File: config.mk
export PLATFORM = sky130hd
export DESIGN_NAME = muxn_skid
export DESIGN_NICKNAME = d
export VERILOG_FILES = /design/src/rtl/muxn_skid.sv
export SDC_FILE = /design/constraint.sdc
export NUM_CORES = 1
export LEC_CHECK = 0
export BUFFER_PORTS_ARGS = -buffer_cell sky130_fd_sc_hd__buf_2
export CAP_MARGIN = 40
export CORE_MARGIN = 1.5
export CORE_UTILIZATION = 52
export CTS_BUF_LIST = sky130_fd_sc_hd__clkbuf_2 sky130_fd_sc_hd__clkbuf_4 sky130_fd_sc_hd__clkbuf_8
export CTS_CLUSTER_SIZE = 20
export DETAILED_ROUTE_END_ITERATION = 8
export PLACE_DENSITY = 0.9
export SYNTH_ARGS = -nofsm -noshare
export SYNTH_HDL_FRONTEND = slang
export SYNTH_SLANG_ARGS = --single-unit
File: constraint.sdc
create_clock -name I_clk -period 1.95 [get_ports I_clk]
set_clock_uncertainty 0.1 [all_clocks]
set_input_delay 0.4875 -clock I_clk [delete_from_list [all_inputs] [get_ports I_clk]]
set_output_delay 0.4875 -clock I_clk [all_outputs]
set_load 0.05 [all_outputs]
File: src/rtl/muxn_skid.sv
// muxn_skid
// Registered N-input, W-bit select multiplexer with a valid/ready handshake
// and a two-entry skid buffer (output register OUT plus one SKID register).
// Out-of-range selects emit the DEFAULT word, are flagged on O_sel_err and
// are counted in a saturating 8-bit error counter.
//
// Ports:
//   I_clk      clock, all state updates on the rising edge
//   I_rst_n    asynchronous active-low reset
//   I_sel      input select, sampled together with I_valid
//   I_data     flattened inputs, input k at bits [k*WIDTH +: WIDTH]
//   I_valid    upstream beat valid
//   O_ready    block can accept a beat this cycle (registered state only)
//   O_data     selected word, always taken from OUT
//   O_sel_err  current output beat came from an out-of-range select
//   O_valid    output beat valid
//   I_ready    downstream accepts the output beat
//   O_err_cnt  saturating count of accepted out-of-range beats
module muxn_skid #(
  parameter int               WIDTH   = 32,
  parameter int               NUM_IN  = 3,
  parameter logic [WIDTH-1:0] DEFAULT = '0,
  localparam int              SEL_W   = $clog2(NUM_IN)
) (
  input  logic                    I_clk,
  input  logic                    I_rst_n,
  input  logic [SEL_W-1:0]        I_sel,
  input  logic [NUM_IN*WIDTH-1:0] I_data,
  input  logic                    I_valid,
  output logic                    O_ready,
  output logic [WIDTH-1:0]        O_data,
  output logic                    O_sel_err,
  output logic                    O_valid,
  input  logic                    I_ready,
  output logic [7:0]              O_err_cnt
);

  localparam logic [1:0] EMPTY = 2'd0;
  localparam logic [1:0] ONE   = 2'd1;
  localparam logic [1:0] FULL  = 2'd2;

  logic [1:0]       state;
  logic [WIDTH-1:0] out_data;
  logic             out_err;
  logic [WIDTH-1:0] skid_data;
  logic             skid_err;
  logic [7:0]       err_cnt;

  logic             sel_in_range;
  logic [WIDTH-1:0] sel_word;
  logic [WIDTH-1:0] beat_data;
  logic             beat_err;
  logic             accept;
  logic             pop;

  // Handshake outputs decode registered state only, so there is no
  // combinational path from I_ready to O_ready.
  assign O_ready   = (state != FULL);
  assign O_valid   = (state != EMPTY);
  assign O_data    = out_data;
  assign O_sel_err = out_err;
  assign O_err_cnt = err_cnt;

  assign accept = I_valid & O_ready;
  assign pop    = O_valid & I_ready;

  // Select decode as a compare-per-input loop so an out-of-range select
  // never forms an out-of-bounds part-select; it falls back to DEFAULT.
  always_comb begin
    sel_in_range = (int'(I_sel) < NUM_IN);
    sel_word     = DEFAULT;
    for (int k = 0; k < NUM_IN; k++) begin
      if (int'(I_sel) == k) sel_word = I_data[k*WIDTH +: WIDTH];
    end
    beat_data = sel_in_range ? sel_word : DEFAULT;
    beat_err  = ~sel_in_range;
  end

  // Storage FSM. OUT only changes on a pop or when empty, which keeps the
  // presented word stable while the downstream stalls. Accept cannot
  // happen in FULL because O_ready is low there.
  always_ff @(posedge I_clk or negedge I_rst_n) begin
    if (!I_rst_n) begin
      state     <= EMPTY;
      out_data  <= '0;
      out_err   <= 1'b0;
      skid_data <= '0;
      skid_err  <= 1'b0;
    end else begin
      case (state)
        EMPTY: begin
          if (accept) begin
            out_data <= beat_data;
            out_err  <= beat_err;
            state    <= ONE;
          end
        end
        ONE: begin
          if (accept && pop) begin
            out_data <= beat_data;
            out_err  <= beat_err;
          end else if (accept) begin
            skid_data <= beat_data;
            skid_err  <= beat_err;
            state     <= FULL;
          end else if (pop) begin
            state <= EMPTY;
          end
        end
        FULL: begin
          if (pop) begin
            out_data <= skid_data;
            out_err  <= skid_err;
            state    <= ONE;
          end
        end
        default: state <= EMPTY;
      endcase
    end
  end

  // Saturating error counter; it never wraps and only reset clears it.
  always_ff @(posedge I_clk or negedge I_rst_n) begin
    if (!I_rst_n) begin
      err_cnt <= 8'd0;
    end else if (accept && beat_err && (err_cnt != 8'hFF)) begin
      err_cnt <= err_cnt + 8'd1;
    end
  end

endmodule

==> results.md <==
* Status: finished, final reports clean
* Max-cap viol count at 0
* Crit-path slowest cell: dfrtp_1
* Multi-input logic area at 1950 um^2
* Number of synthesized flops with an enable pin at 0
* Syn_nets at 549
* Final Wtd Congestion at 0.842
* Power per cell area at 1170 nW/um^2
* FFs w/ async S/R, synth at 100%
* Cell variety after synth at 34
* CP peak stage delay at 0.44 ns
* Row cnt at 32
* Initial DRT Pass Iterations at 4
* Sequential fraction of the synthesis area at 46.9%
* Maximum VDD drop at 0.000842 V
* First-pass GRT wire length at 17100 um
* Setup crit start: state[1]
* Clock transition at path regs at 0.07 ns
* Reg2Reg Depth at 4
* Origin of the critical flop-to-flop path: O_err_cnt[0]
* Chip width at 91.3 um
* Num CTS Buffers at 9
* Syn Area/Cell at 9.09 um^2
* Worst Max-Slew Pin Slew at 0.388 ns
* Routed wire length at 10400 um
* Arr. time, crit path at 1.29 ns
* Most frequent cell after synthesis: dfrtp_1
* R2r endpoint: O_err_cnt[1]
* CTS tree: built
* Synthesis-to-finish area growth at 26.2%
* Clock Path Buffers at 2
* Fmax at 531 MHz
* IO Port Bufs at 144
* GRT met1 Usage at 32.4%
* H-tree Lvls at 3
* Clk Latency, worst-skew pair at 0.34 ns
* Post-Syn Instances at 446
* Largest cells by area after synthesis: dfrtp_1, mux2i_1, nand2_1, nor2_1, a211oi_1
* Synth cell count leaders: dfrtp_1, nand2_1, nor2_1
* CTS Sinks at 76
* Total GRT Usage at 25.7%
* Fillcell total at 630
* Final TNS setup at 0 ns
* Final period util at 96.5%
* Final hold violations at 0
* Reg area at 1900 um^2
* Vias in the first global route at 3697
* Crit path kind: register to output port
* Total number of vias at 3793
* Worst Slack Setup Final at 0.0680 ns
* Startpoint types: register
* Synth Flop Type: dfrtp_1
* Met3 Use GR at 5.78%
* Setup violators final at 0
* Crit path time final at 1.88 ns
* CP Cell Sequence: nor2b_4 > inv_4 > buf_2
* Slew Limit Fails at 0
* Ant diodes at 0
* Layout Nets at 684
* Pin count of the biggest net entering global routing at 67
* Core region area at 7650 um^2
* CP Capture Point: O_ready
* DP HPWL at 7360 um
* Initial Util at 53.0%
* GR peak layer: met2
* Cts repair resizes at 0
* Die area at 8340 um^2
* Initial antenna violation count at 0
* RSZ-0062 raised after global routing: no
* Met2 Track Usage GR at 42.7%
* DRC viols at 0
* Leak at 0.00258 uW
* CP Max Fanout at 6
* Relative slew slack at 74.2%
* Warnings, synthesis at 0
* Top cell type's share of synthesized area at 46.9%
* Pre-CTS WS at 0.138 ns
* Share of cells above drive strength 1 at 31.9%
* Worst reg-to-reg setup slack at 0.12 ns
* CTS root buf: clkbuf_8
* Placed insts at 670
* Iter 0 DRT Violations at 241
* WL/cell at 15.1 um
* Synthesized flop and latch total at 76
* Hold WC Path Type: input pin to register
* Layout Cells excl Fill at 688
* Via density at 5.51
* WP data required at 1.36 ns
* Synth area leader: dfrtp_1
* Setup crit end kind: output port
* Syn Std Cell Area at 4060 um^2
* Overflow after GRT at 0
* Io pins at 145
* Routed Antenna Nets at 0
* Die height at 91.3 um
==> worst min-delay path by stage <==
stage	start	to	slack, ns	cells past startpoint
2_1_floorplan	I_rst_n	O_data[0]	0.09	0
3_3_place_gp	I_rst_n	skid_data[11]	0.33	1
3_5_place_dp	I_rst_n	skid_data[11]	0.34	1
4_1_cts	I_ready	state[1]	0.27	2
5_1_grt	I_ready	state[1]	0.28	2
6_report	I_ready	state[1]	0.29	2
==> per-stage QoR <==
step | area [um^2] | hold slack [ns] | utilization [%] | total power (uW)
after floorplan | 4060 | 0.0919 | - | 4150
after global placement | 4900 | 0.330 | 64.1 | 4750
after detailed placement | 4900 | 0.337 | 64.1 | 4850
after CTS | 5110 | 0.269 | 66.8 | 6050
after global routing | 5120 | 0.282 | 66.9 | 6350
final | 5120 | 0.288 | 66.9 | 6010
==> where the power goes <==
group	switching (uW)	internal, uW	leakage, uW
sequential	314	2080	0.000972
combinational	1730	698	0.00151
clock	586	606	0.0000996
total	2630	3380	0.00258
==> final cells by class <==
type	count	area share, %
clock inverter	6	1.27
sequential	76	37.2
tap	102	2.49
clock buffer	10	2.57
multi-input combinational	333	38.1
inverter	1	0.122
timing repair buffer	160	18.2
==> critical path: cells and delay by family, from the launching register on <==
kind          cells  cell delay, ns
flops             1            0.44
buf+inv           2            0.36
simple gates      1            0.16
==> flip-flops by register name (all words and copies together) (netlist names) <==
name,flops
O_sel_err,1
skid_data,32
state,2
O_data,32
skid_err,1
O_err_cnt,8
==> metal layers <==
metal / wire (um) / part of all wire (%)
met2: 5280 / 51
met5: 0 / 0
met4: 154 / 1.5
met3: 691 / 6.7
met1: 4250 / 41
==> placed cells by master, fill, tap and decap left out, types with 2 or more instances in the layout <==
cell type and n:
buf_2 143, dfrtp_1 75, nand2_1 70, nor2_1 65, a21oi_1 35, o21ai_1 34, mux2i_1 32, a211oi_1 32
o31ai_1 32, clkbuf_8 9, buf_4 9, buf_12 7, and3_1 4, xnor2_1 4, xor2_1 3, nor2b_4 2
nand3_1 2, nand4_1 2, clkinv_2 2, clkinv_4 2
==> cell families (layout without fill, tap and decap cells) <==
logic type | after synthesis | count (layout) | share of synthesized area [%]
flip-flops | 76 | 76 | 46.9
multiplexers | 33 | 33 | 8.18
adder cells (fa/ha/maj) | 1 | 1 | 0.308
AND/OR/NAND/NOR | 156 | 156 | 16.3
buffers and inverters | 37 | 177 | 5.58
XOR/XNOR | 7 | 7 | 1.51
AO/OA/AOI/OAI | 136 | 136 | 21.2
==> timing repair <==
item / CTS / global route
setup buffers: 0 / 1
endpoints found under the setup margin: 0 / 1
hold endpoints to repair: 27 / 0
hold buffers: 1 / 0
Power figures use the tool's default switching activity.
